### config.mk
export PLATFORM = sky130hd
export DESIGN_NAME = mau_loader_flat
export DESIGN_NICKNAME = d
export VERILOG_FILES = /design/src/rtl/mau_loader_if.sv /design/src/rtl/mau_loader.sv /design/src/flat_wrapper.sv
export SDC_FILE = /design/constraint.sdc
export NUM_CORES = 1
export LEC_CHECK = 0
export CAP_MARGIN = 20
export CORE_MARGIN = 8
export CORE_UTILIZATION = 52
export DETAILED_ROUTE_END_ITERATION = 6
export PLACE_DENSITY = 0.88
export SYNTH_ARGS = -nofsm -noshare
export SYNTH_HDL_FRONTEND = slang
export SYNTH_SLANG_ARGS = --single-unit
### constraint.sdc
create_clock -name clk -period 2.7 [get_ports clk]
set_input_delay 0.54 -clock clk [delete_from_list [all_inputs] [get_ports clk]]
set_output_delay 0.54 -clock clk [all_outputs]
set_load 0.02 [all_outputs]
### src/rtl/mau_loader_if.sv
// mau_loader_if: bundles the host byte stream and the data-memory MAU port
// of the memory access unit.
//   rx_data/rx_valid/rx_ready : host command/data bytes into the loader
//   tx_data/tx_valid/tx_ready : read data and status bytes out to the host
//   mau_clk_en/mau_address/mau_data_write/mau_wren : memory access strobe
//   data_read                 : memory read word back to the loader
// Modports: master = the loader; slave = host UART plus data memory.
interface mau_loader_if;
    logic [7:0]  rx_data;
    logic        rx_valid;
    logic        rx_ready;
    logic [7:0]  tx_data;
    logic        tx_valid;
    logic        tx_ready;
    logic        mau_clk_en;
    logic [31:0] mau_address;
    logic [31:0] mau_data_write;
    logic        mau_wren;
    logic [31:0] data_read;

    modport master (
        input  rx_data, rx_valid, tx_ready, data_read,
        output rx_ready, tx_data, tx_valid,
               mau_clk_en, mau_address, mau_data_write, mau_wren
    );

    modport slave (
        output rx_data, rx_valid, tx_ready, data_read,
        input  rx_ready, tx_data, tx_valid,
               mau_clk_en, mau_address, mau_data_write, mau_wren
    );
endinterface

### src/rtl/mau_loader.sv
// mau_loader: memory access unit that lets a host write and read data memory
// over a byte stream while the CPU is held, and that owns the alive flag
// handing memory to the CPU.
// Commands: 0x01 WRITE, 0x02 READ (each followed by a 4-byte address and a
// 2-byte word count, little-endian), 0x03 RUN, 0x04 HALT; anything else NAKs.
// Ports:
//   clk      : system clock, shared with data memory
//   reset_n  : asynchronous active-low reset
//   bus      : mau_loader_if.master (host rx/tx byte streams, MAU memory port)
//   alive    : 0 = loader owns memory and CPU is held, 1 = CPU runs
// Parameters: RD_LAT (1..3 read latency), ACK_BYTE, NAK_BYTE.
// Optional: define MAU_CHECKSUM_EN to add a modulo-256 checksum over the data
// bytes of WRITE (checked, host sends it) and READ (sent before the status).
module mau_loader #(
    parameter int         RD_LAT   = 1,
    parameter logic [7:0] ACK_BYTE = 8'hA5,
    parameter logic [7:0] NAK_BYTE = 8'hEE
) (
    input  logic         clk,
    input  logic         reset_n,
    mau_loader_if.master bus,
    output logic         alive
);

    typedef enum logic [3:0] {
        ST_IDLE,
        ST_ADDR,
        ST_CNT,
        ST_WDATA,
        ST_WSTROBE,
        ST_RSTROBE,
        ST_RWAIT,
        ST_RSEND,
`ifdef MAU_CHECKSUM_EN
        ST_CHK,
`endif
        ST_RESP
    } state_t;

    localparam logic [1:0] WAIT_LAST = 2'(RD_LAT - 1);

    state_t      state_reg, state_next;
    logic        out_en_reg;      // keeps rx_ready low until the first edge after reset
    logic        is_write_reg;
    logic        reject_reg;      // command arrived while the CPU was running
    logic        nak_reg;
    logic        alive_reg;
    logic [1:0]  byte_cnt_reg;
    logic [1:0]  wait_cnt_reg;
    logic [31:0] addr_reg;
    logic [15:0] count_reg;
    logic [31:0] word_reg;        // write word being assembled, or read word being sent
`ifdef MAU_CHECKSUM_EN
    logic [7:0]  sum_reg;
`endif

    logic        rx_ready, tx_valid, mau_clk_en, mau_wren;
    logic [7:0]  tx_data;
    logic        rx_fire, tx_fire, last_word, byte_last, cnt_zero;
    state_t      end_state;       // where a data phase goes once its last word is done

    assign rx_fire   = bus.rx_valid & rx_ready;
    assign tx_fire   = tx_valid & bus.tx_ready;
    assign last_word = (count_reg == 16'd1);
    assign byte_last = (byte_cnt_reg == 2'd3);
    assign cnt_zero  = ({bus.rx_data, count_reg[15:8]} == 16'd0);

`ifdef MAU_CHECKSUM_EN
    // A rejected READ never streams data, so it has no checksum to send.
    assign end_state = (!is_write_reg && reject_reg) ? ST_RESP : ST_CHK;
`else
    assign end_state = ST_RESP;
`endif

    assign bus.rx_ready       = rx_ready;
    assign bus.tx_valid       = tx_valid;
    assign bus.tx_data        = tx_data;
    assign bus.mau_clk_en     = mau_clk_en;
    assign bus.mau_wren       = mau_wren;
    assign bus.mau_address    = addr_reg;
    assign bus.mau_data_write = word_reg;
    assign alive              = alive_reg;

    always_ff @(posedge clk or negedge reset_n) begin
        if (!reset_n) begin
            state_reg <= ST_IDLE;
        end else begin
            state_reg <= state_next;
        end
    end

    always_comb begin
        state_next = state_reg;
        rx_ready   = 1'b0;
        tx_valid   = 1'b0;
        tx_data    = 8'h00;
        mau_clk_en = 1'b0;
        mau_wren   = 1'b0;
        case (state_reg)
            ST_IDLE: begin
                rx_ready = out_en_reg;
                if (rx_fire) begin
                    if (bus.rx_data == 8'h01 || bus.rx_data == 8'h02) begin
                        state_next = ST_ADDR;
                    end else begin
                        state_next = ST_RESP;
                    end
                end
            end
            ST_ADDR: begin
                rx_ready = 1'b1;
                if (rx_fire && byte_last) begin
                    state_next = ST_CNT;
                end
            end
            ST_CNT: begin
                rx_ready = 1'b1;
                if (rx_fire && byte_cnt_reg == 2'd1) begin
                    if (cnt_zero) begin
                        state_next = end_state;
                    end else if (is_write_reg) begin
                        state_next = ST_WDATA;
                    end else if (reject_reg) begin
                        state_next = ST_RESP;
                    end else begin
                        state_next = ST_RSTROBE;
                    end
                end
            end
            ST_WDATA: begin
                rx_ready = 1'b1;
                if (rx_fire && byte_last) begin
                    if (!reject_reg) begin
                        state_next = ST_WSTROBE;
                    end else if (last_word) begin
                        state_next = end_state;
                    end
                end
            end
            ST_WSTROBE: begin
                mau_clk_en = 1'b1;
                mau_wren   = 1'b1;
                state_next = last_word ? end_state : ST_WDATA;
            end
            ST_RSTROBE: begin
                mau_clk_en = 1'b1;
                state_next = ST_RWAIT;
            end
            ST_RWAIT: begin
                if (wait_cnt_reg == WAIT_LAST) begin
                    state_next = ST_RSEND;
                end
            end
            ST_RSEND: begin
                tx_valid = 1'b1;
                tx_data  = word_reg[7:0];
                if (tx_fire && byte_last) begin
                    state_next = last_word ? end_state : ST_RSTROBE;
                end
            end
`ifdef MAU_CHECKSUM_EN
            ST_CHK: begin
                if (is_write_reg) begin
                    rx_ready = 1'b1;
                    if (rx_fire) begin
                        state_next = ST_RESP;
                    end
                end else begin
                    tx_valid = 1'b1;
                    tx_data  = sum_reg;
                    if (tx_fire) begin
                        state_next = ST_RESP;
                    end
                end
            end
`endif
            ST_RESP: begin
                tx_valid = 1'b1;
                tx_data  = nak_reg ? NAK_BYTE : ACK_BYTE;
                if (tx_fire) begin
                    state_next = ST_IDLE;
                end
            end
            default: state_next = ST_IDLE;
        endcase
    end

    always_ff @(posedge clk or negedge reset_n) begin
        if (!reset_n) begin
            out_en_reg   <= 1'b0;
            is_write_reg <= 1'b0;
            reject_reg   <= 1'b0;
            nak_reg      <= 1'b0;
            alive_reg    <= 1'b0;
            byte_cnt_reg <= 2'd0;
            wait_cnt_reg <= 2'd0;
            addr_reg     <= 32'd0;
            count_reg    <= 16'd0;
            word_reg     <= 32'd0;
`ifdef MAU_CHECKSUM_EN
            sum_reg      <= 8'h00;
`endif
        end else begin
            out_en_reg <= 1'b1;
            case (state_reg)
                ST_IDLE: begin
                    if (rx_fire) begin
                        byte_cnt_reg <= 2'd0;
                        is_write_reg <= (bus.rx_data == 8'h01);
                        reject_reg   <= alive_reg;
`ifdef MAU_CHECKSUM_EN
                        sum_reg      <= 8'h00;
`endif
                        case (bus.rx_data)
                            8'h01, 8'h02: nak_reg <= alive_reg;
                            8'h03: begin
                                nak_reg   <= 1'b0;
                                alive_reg <= 1'b1;
                            end
                            8'h04: begin
                                nak_reg   <= 1'b0;
                                alive_reg <= 1'b0;
                            end
                            default: nak_reg <= 1'b1;
                        endcase
                    end
                end
                ST_ADDR: begin
                    if (rx_fire) begin
                        addr_reg     <= {bus.rx_data, addr_reg[31:8]};
                        byte_cnt_reg <= byte_cnt_reg + 2'd1;
                    end
                end
                ST_CNT: begin
                    if (rx_fire) begin
                        count_reg    <= {bus.rx_data, count_reg[15:8]};
                        byte_cnt_reg <= (byte_cnt_reg == 2'd1) ? 2'd0 : 2'd1;
                    end
                end
                ST_WDATA: begin
                    if (rx_fire) begin
                        word_reg     <= {bus.rx_data, word_reg[31:8]};
                        byte_cnt_reg <= byte_cnt_reg + 2'd1;
`ifdef MAU_CHECKSUM_EN
                        sum_reg      <= sum_reg + bus.rx_data;
`endif
                        // Rejected writes never strobe, so count words here instead.
                        if (byte_last && reject_reg) begin
                            count_reg <= count_reg - 16'd1;
                        end
                    end
                end
                ST_WSTROBE: begin
                    addr_reg  <= addr_reg + 32'd4;
                    count_reg <= count_reg - 16'd1;
                end
                ST_RSTROBE: begin
                    wait_cnt_reg <= 2'd0;
                end
                ST_RWAIT: begin
                    wait_cnt_reg <= wait_cnt_reg + 2'd1;
                    if (wait_cnt_reg == WAIT_LAST) begin
                        word_reg <= bus.data_read;
                    end
                end
                ST_RSEND: begin
                    if (tx_fire) begin
                        word_reg     <= {8'h00, word_reg[31:8]};
                        byte_cnt_reg <= byte_cnt_reg + 2'd1;
`ifdef MAU_CHECKSUM_EN
                        sum_reg      <= sum_reg + word_reg[7:0];
`endif
                        if (byte_last) begin
                            addr_reg  <= addr_reg + 32'd4;
                            count_reg <= count_reg - 16'd1;
                        end
                    end
                end
`ifdef MAU_CHECKSUM_EN
                ST_CHK: begin
                    if (is_write_reg && rx_fire && bus.rx_data != sum_reg) begin
                        nak_reg <= 1'b1;
                    end
                end
`endif
                default: begin
                end
            endcase
        end
    end

endmodule

### src/flat_wrapper.sv
// flat-port wrapper written by rule: the top's interface ports become plain ports
module mau_loader_flat 
#(
    parameter int         RD_LAT   = 1,
    parameter logic [7:0] ACK_BYTE = 8'hA5,
    parameter logic [7:0] NAK_BYTE = 8'hEE
)
  (clk, reset_n, alive, bus_rx_data, bus_rx_valid, bus_tx_ready, bus_data_read, bus_rx_ready, bus_tx_data, bus_tx_valid, bus_mau_clk_en, bus_mau_address, bus_mau_data_write, bus_mau_wren);
  mau_loader_if bus_i ();
  input  logic clk;
  input  logic reset_n;
  output logic alive;
  input wire logic [$bits(bus_i.rx_data)-1:0] bus_rx_data;
  input wire logic [$bits(bus_i.rx_valid)-1:0] bus_rx_valid;
  input wire logic [$bits(bus_i.tx_ready)-1:0] bus_tx_ready;
  input wire logic [$bits(bus_i.data_read)-1:0] bus_data_read;
  output wire logic [$bits(bus_i.rx_ready)-1:0] bus_rx_ready;
  output wire logic [$bits(bus_i.tx_data)-1:0] bus_tx_data;
  output wire logic [$bits(bus_i.tx_valid)-1:0] bus_tx_valid;
  output wire logic [$bits(bus_i.mau_clk_en)-1:0] bus_mau_clk_en;
  output wire logic [$bits(bus_i.mau_address)-1:0] bus_mau_address;
  output wire logic [$bits(bus_i.mau_data_write)-1:0] bus_mau_data_write;
  output wire logic [$bits(bus_i.mau_wren)-1:0] bus_mau_wren;
  assign bus_i.rx_data = bus_rx_data;
  assign bus_i.rx_valid = bus_rx_valid;
  assign bus_i.tx_ready = bus_tx_ready;
  assign bus_i.data_read = bus_data_read;
  assign bus_rx_ready = bus_i.rx_ready;
  assign bus_tx_data = bus_i.tx_data;
  assign bus_tx_valid = bus_i.tx_valid;
  assign bus_mau_clk_en = bus_i.mau_clk_en;
  assign bus_mau_address = bus_i.mau_address;
  assign bus_mau_data_write = bus_i.mau_data_write;
  assign bus_mau_wren = bus_i.mau_wren;
  mau_loader #(.RD_LAT(RD_LAT), .ACK_BYTE(ACK_BYTE), .NAK_BYTE(NAK_BYTE)) u_core (.clk(clk), .reset_n(reset_n), .bus(bus_i), .alive(alive));
endmodule
==> results.yml, run 1 <==
run_status:
  status: "finished clean"
finish:
  drive_above_1_share_pct: 9.38
  layout.nets: 825
  register_area_mm2: 0.00233
  final_cell_mix: "clkdlybuf4s50_1, dfrtp_1, a21oi_1, nor2_1"
  area_growth_pct: 31.6
  multiInputGateArea_mm2: 0.00300
  layout_commonest_cell: "clkdlybuf4s50_1"
  fillers: 780
  n_antenna_cell: 0
logic_synthesis:
  synth_area_leaders: "dfrtp_1, a21oi_1, o21ai_0, mux2i_1, nor2_1"
  ys_types: 57
  async_flop_share_pct: 100
  synth.ff_latch_count: 93
  syn_area_mm2: 0.00555
  synth_fp_nets: 708
  netlist.area_leader.share_pct: 41.9
  synth_largest_area_cell: "dfrtp_1"
  seq_area_frac_synth_pct: 41.9
  synth_edf_count: 0
  synthesis.instances: 658
  ys.flop_type: "dfrtp_1"
  ys.warnings.count: 0
  syn-mean-instance-area_um2: 8.44
power_and_ir_drop:
  ir_worst_vdd_mv: 0.667
  cellPowerDensity_mw_per_mm2: 993
  leakage_nw: 3.00
critical_path:
  critPathCaptureType: "primary output"
  crit_type: "reg2out"
  cp.arrival_ns: 2.07
  critPathLaunchType: "register"
  slowest_stage: "clkdlybuf4s50_1"
  crit_path_cell_trace: "buf_4, or2_2, o21a_1, clkdlybuf4s50_1"
  crit_family: "buffers and inverters"
  cpPeakStageDelay_ns: 0.53
  worst_ep_required_time_ns: 2.16
  path_buf_inv: 2
  crit_fanout: 12
clock_tree:
  cts_tree: "built"
  clock_latency_ns: 0.36
  postCtsHoldBufs: 0
  htreeDepth: 3
  cts_made_buffers: 9
  clk_pin_slew_worst_paths_ns: 0.10
  root_buffer: "clkbuf_8"
  clock-sinks: 93
  cts_buffer_depth: 2
placement:
  numPortBuffers: 120
  pre_cts_ws_ns: -0.151
  hpwl_um: 12900
  place.gp.congestion: 0.936
routing:
  vias_per_cell: 6.38
  firstDrtPassIters: 5
  routedWlPerCell_um: 19.3
  vias: 5828
  antenna_left: 0
  drtIter0Drc: 672
  drc: 0
  routed_wl_um: 17600
global_routing:
  antenna_found_initial: 0
  track_usage_pct: 24.1
  met2_usage_pct: 39.9
  grt_overflow: 0
  grt_pass1_wl_um: 28300
  grt_max_degree: 65
  met3_usage_pct: 6.47
  top_usage_layer: "met2"
  met1_usage_pct: 30.2
  grt_pass1_vias: 5441
sta:
  period_share_pct: 96.8
  finalSetupTns_ns: 0
  hold_viol: 0
  slew_violations: 0
  timing.fmax_ghz: 0.383
  worst_pin_slew_ns: 1.13
  relSlewSlack_pct: 24.5
  skew_ns: 0.0115
  setup_ws_ns: 0.0870
  rsz0062_at_grt: "no"
  finalWorstPathRequiredPeriod_ns: 2.61
  setup_viol: 0
floorplan:
  die_area_mm2: 0.0142
  row_count: 37
  io-pin-count: 121
  start_util_pct: 53.6
  core-area_mm2: 0.0104
  die_width_um: 119
  dieHeight_um: 119
worst_hold_path:
  hp-class: "in2async"
flow_run:
  max_cap_violations: 0
worst paths after layout:
check | from | to | slack [ns] | cells after the start
worst max-delay path | u_core.state_reg[0]$_DFFE_PN0P_ | bus_rx_ready | 0.09 | 4
worst min-delay path | reset_n | u_core.bus.mau_data_write[2]$_DFFE_PN0P_ | 0.1 | 1
worst max register to register | u_core.count_reg[14]$_DFFE_PN0P_ | u_core.state_reg[0]$_DFFE_PN0P_ | 0.18 | 5
worst min register to register | u_core.bus.mau_address[0]$_DFFE_PN0P_ | u_core.bus.mau_address[0]$_DFFE_PN0P_ | 0.52 | 1
max in group asynchronous | reset_n | u_core.bus.mau_data_write[16]$_DFFE_PN0P_ | 1.97 | 2
min in group clk | u_core.bus.mau_address[0]$_DFFE_PN0P_ | u_core.bus.mau_address[0]$_DFFE_PN0P_ | 0.52 | 1
per-layer routing:
layer	vias to the layer above	wire length (um)
li1	2678	-
met1	2769	7200
met2	349	8310
met3	32	1770
met4	0	323
met5	-	0
what timing repair did:
item | CTS | global route
gates resized for setup | 3 | 8
setup buffers | 0 | 0
endpoints found under the setup margin | 8 | 8
Yosys cell counts, drive strengths merged, types with 2 or more instances:
| master | n |
|---|---|
| nor3 | 14 |
| a22o | 3 |
| o22ai | 14 |
| a22oi | 15 |
| o211a | 4 |
| a31oi | 8 |
| o21a | 3 |
| a221o | 2 |
| mux2 | 3 |
| mux2i | 26 |
| a21o | 6 |
| or3 | 3 |
| o211ai | 3 |
| o22a | 2 |
| a2bb2oi | 9 |
| and4 | 3 |
| or2 | 4 |
| nand2b | 6 |
| inv | 18 |
| or4 | 11 |
| buf | 9 |
| o2bb2ai | 5 |
| nand2 | 56 |
| o31a | 3 |
| dfrtp | 93 |
| ha | 6 |
| nor2 | 63 |
| nand3 | 19 |
| clkbuf | 41 |
| or3b | 3 |
| a211oi | 5 |
| nand4 | 11 |
| o21ai | 56 |
| o32ai | 5 |
| o31ai | 4 |
| maj3 | 2 |
| nor4 | 12 |
| a21oi | 85 |
| and3 | 9 |
kinds of logic (layout without fill, tap and decap cells):
kind of cell               count (synthesis)  count (layout)  share of synthesized area [%]
AOI/OAI and AO/OA                        240             240                           26.8
xor gates and xnor gates                   1               1                          0.158
adders and majority gates                  8               8                           1.73
buffers and inverters                     68             188                           4.80
DFF                                       93              93                           41.9
muxes                                     29              29                           5.29
other                                      1               1                         0.0675
and+or+nand+nor                          218             218                           19.2
report_power, final:
part	switching [mW]	internal, mW
Sequential	0.804	2.01
Combinational	1.81	1.61
Clock	0.499	0.518
per-stage QoR:
step | cells | total power, mW | hold slack, ns | util [%] | area [um2]
after global routing | 914 | 7.68 | 0.112 | 70.5 | 7310
after global placement | 900 | 6.08 | 0.490 | 68.2 | 7080
after CTS | 914 | 7.26 | 0.103 | 70.3 | 7290
after detailed placement | 900 | 6.23 | 0.497 | 68.2 | 7080
final | 914 | 7.26 | 0.0967 | 70.5 | 7310
after floorplan | 658 | 4.46 | 0.244 | - | 5550
final cells by class:
type / count / share of cell area, %
multi-input combinational: 497 / 41.0
sequential: 93 / 31.9
timing repair buffer: 156 / 21.0
tap: 136 / 2.33
clock buffer: 9 / 1.69
clock inverter: 5 / 1.16
inverter: 18 / 0.924
Note: power is estimated with default switching activity, not from simulation.
==> run 2, diff against run 1 <==
--- a/config.mk
+++ b/config.mk
@@ -8,6 +8,7 @@
 export CAP_MARGIN = 20
 export CORE_MARGIN = 8
 export CORE_UTILIZATION = 52
+export CTS_CLUSTER_DIAMETER = 60
 export DETAILED_ROUTE_END_ITERATION = 6
 export PLACE_DENSITY = 0.88
 export SYNTH_ARGS = -nofsm -noshare
==> results of run 2 <==
Final layout, timing and power as in run 1 (identical DEF).
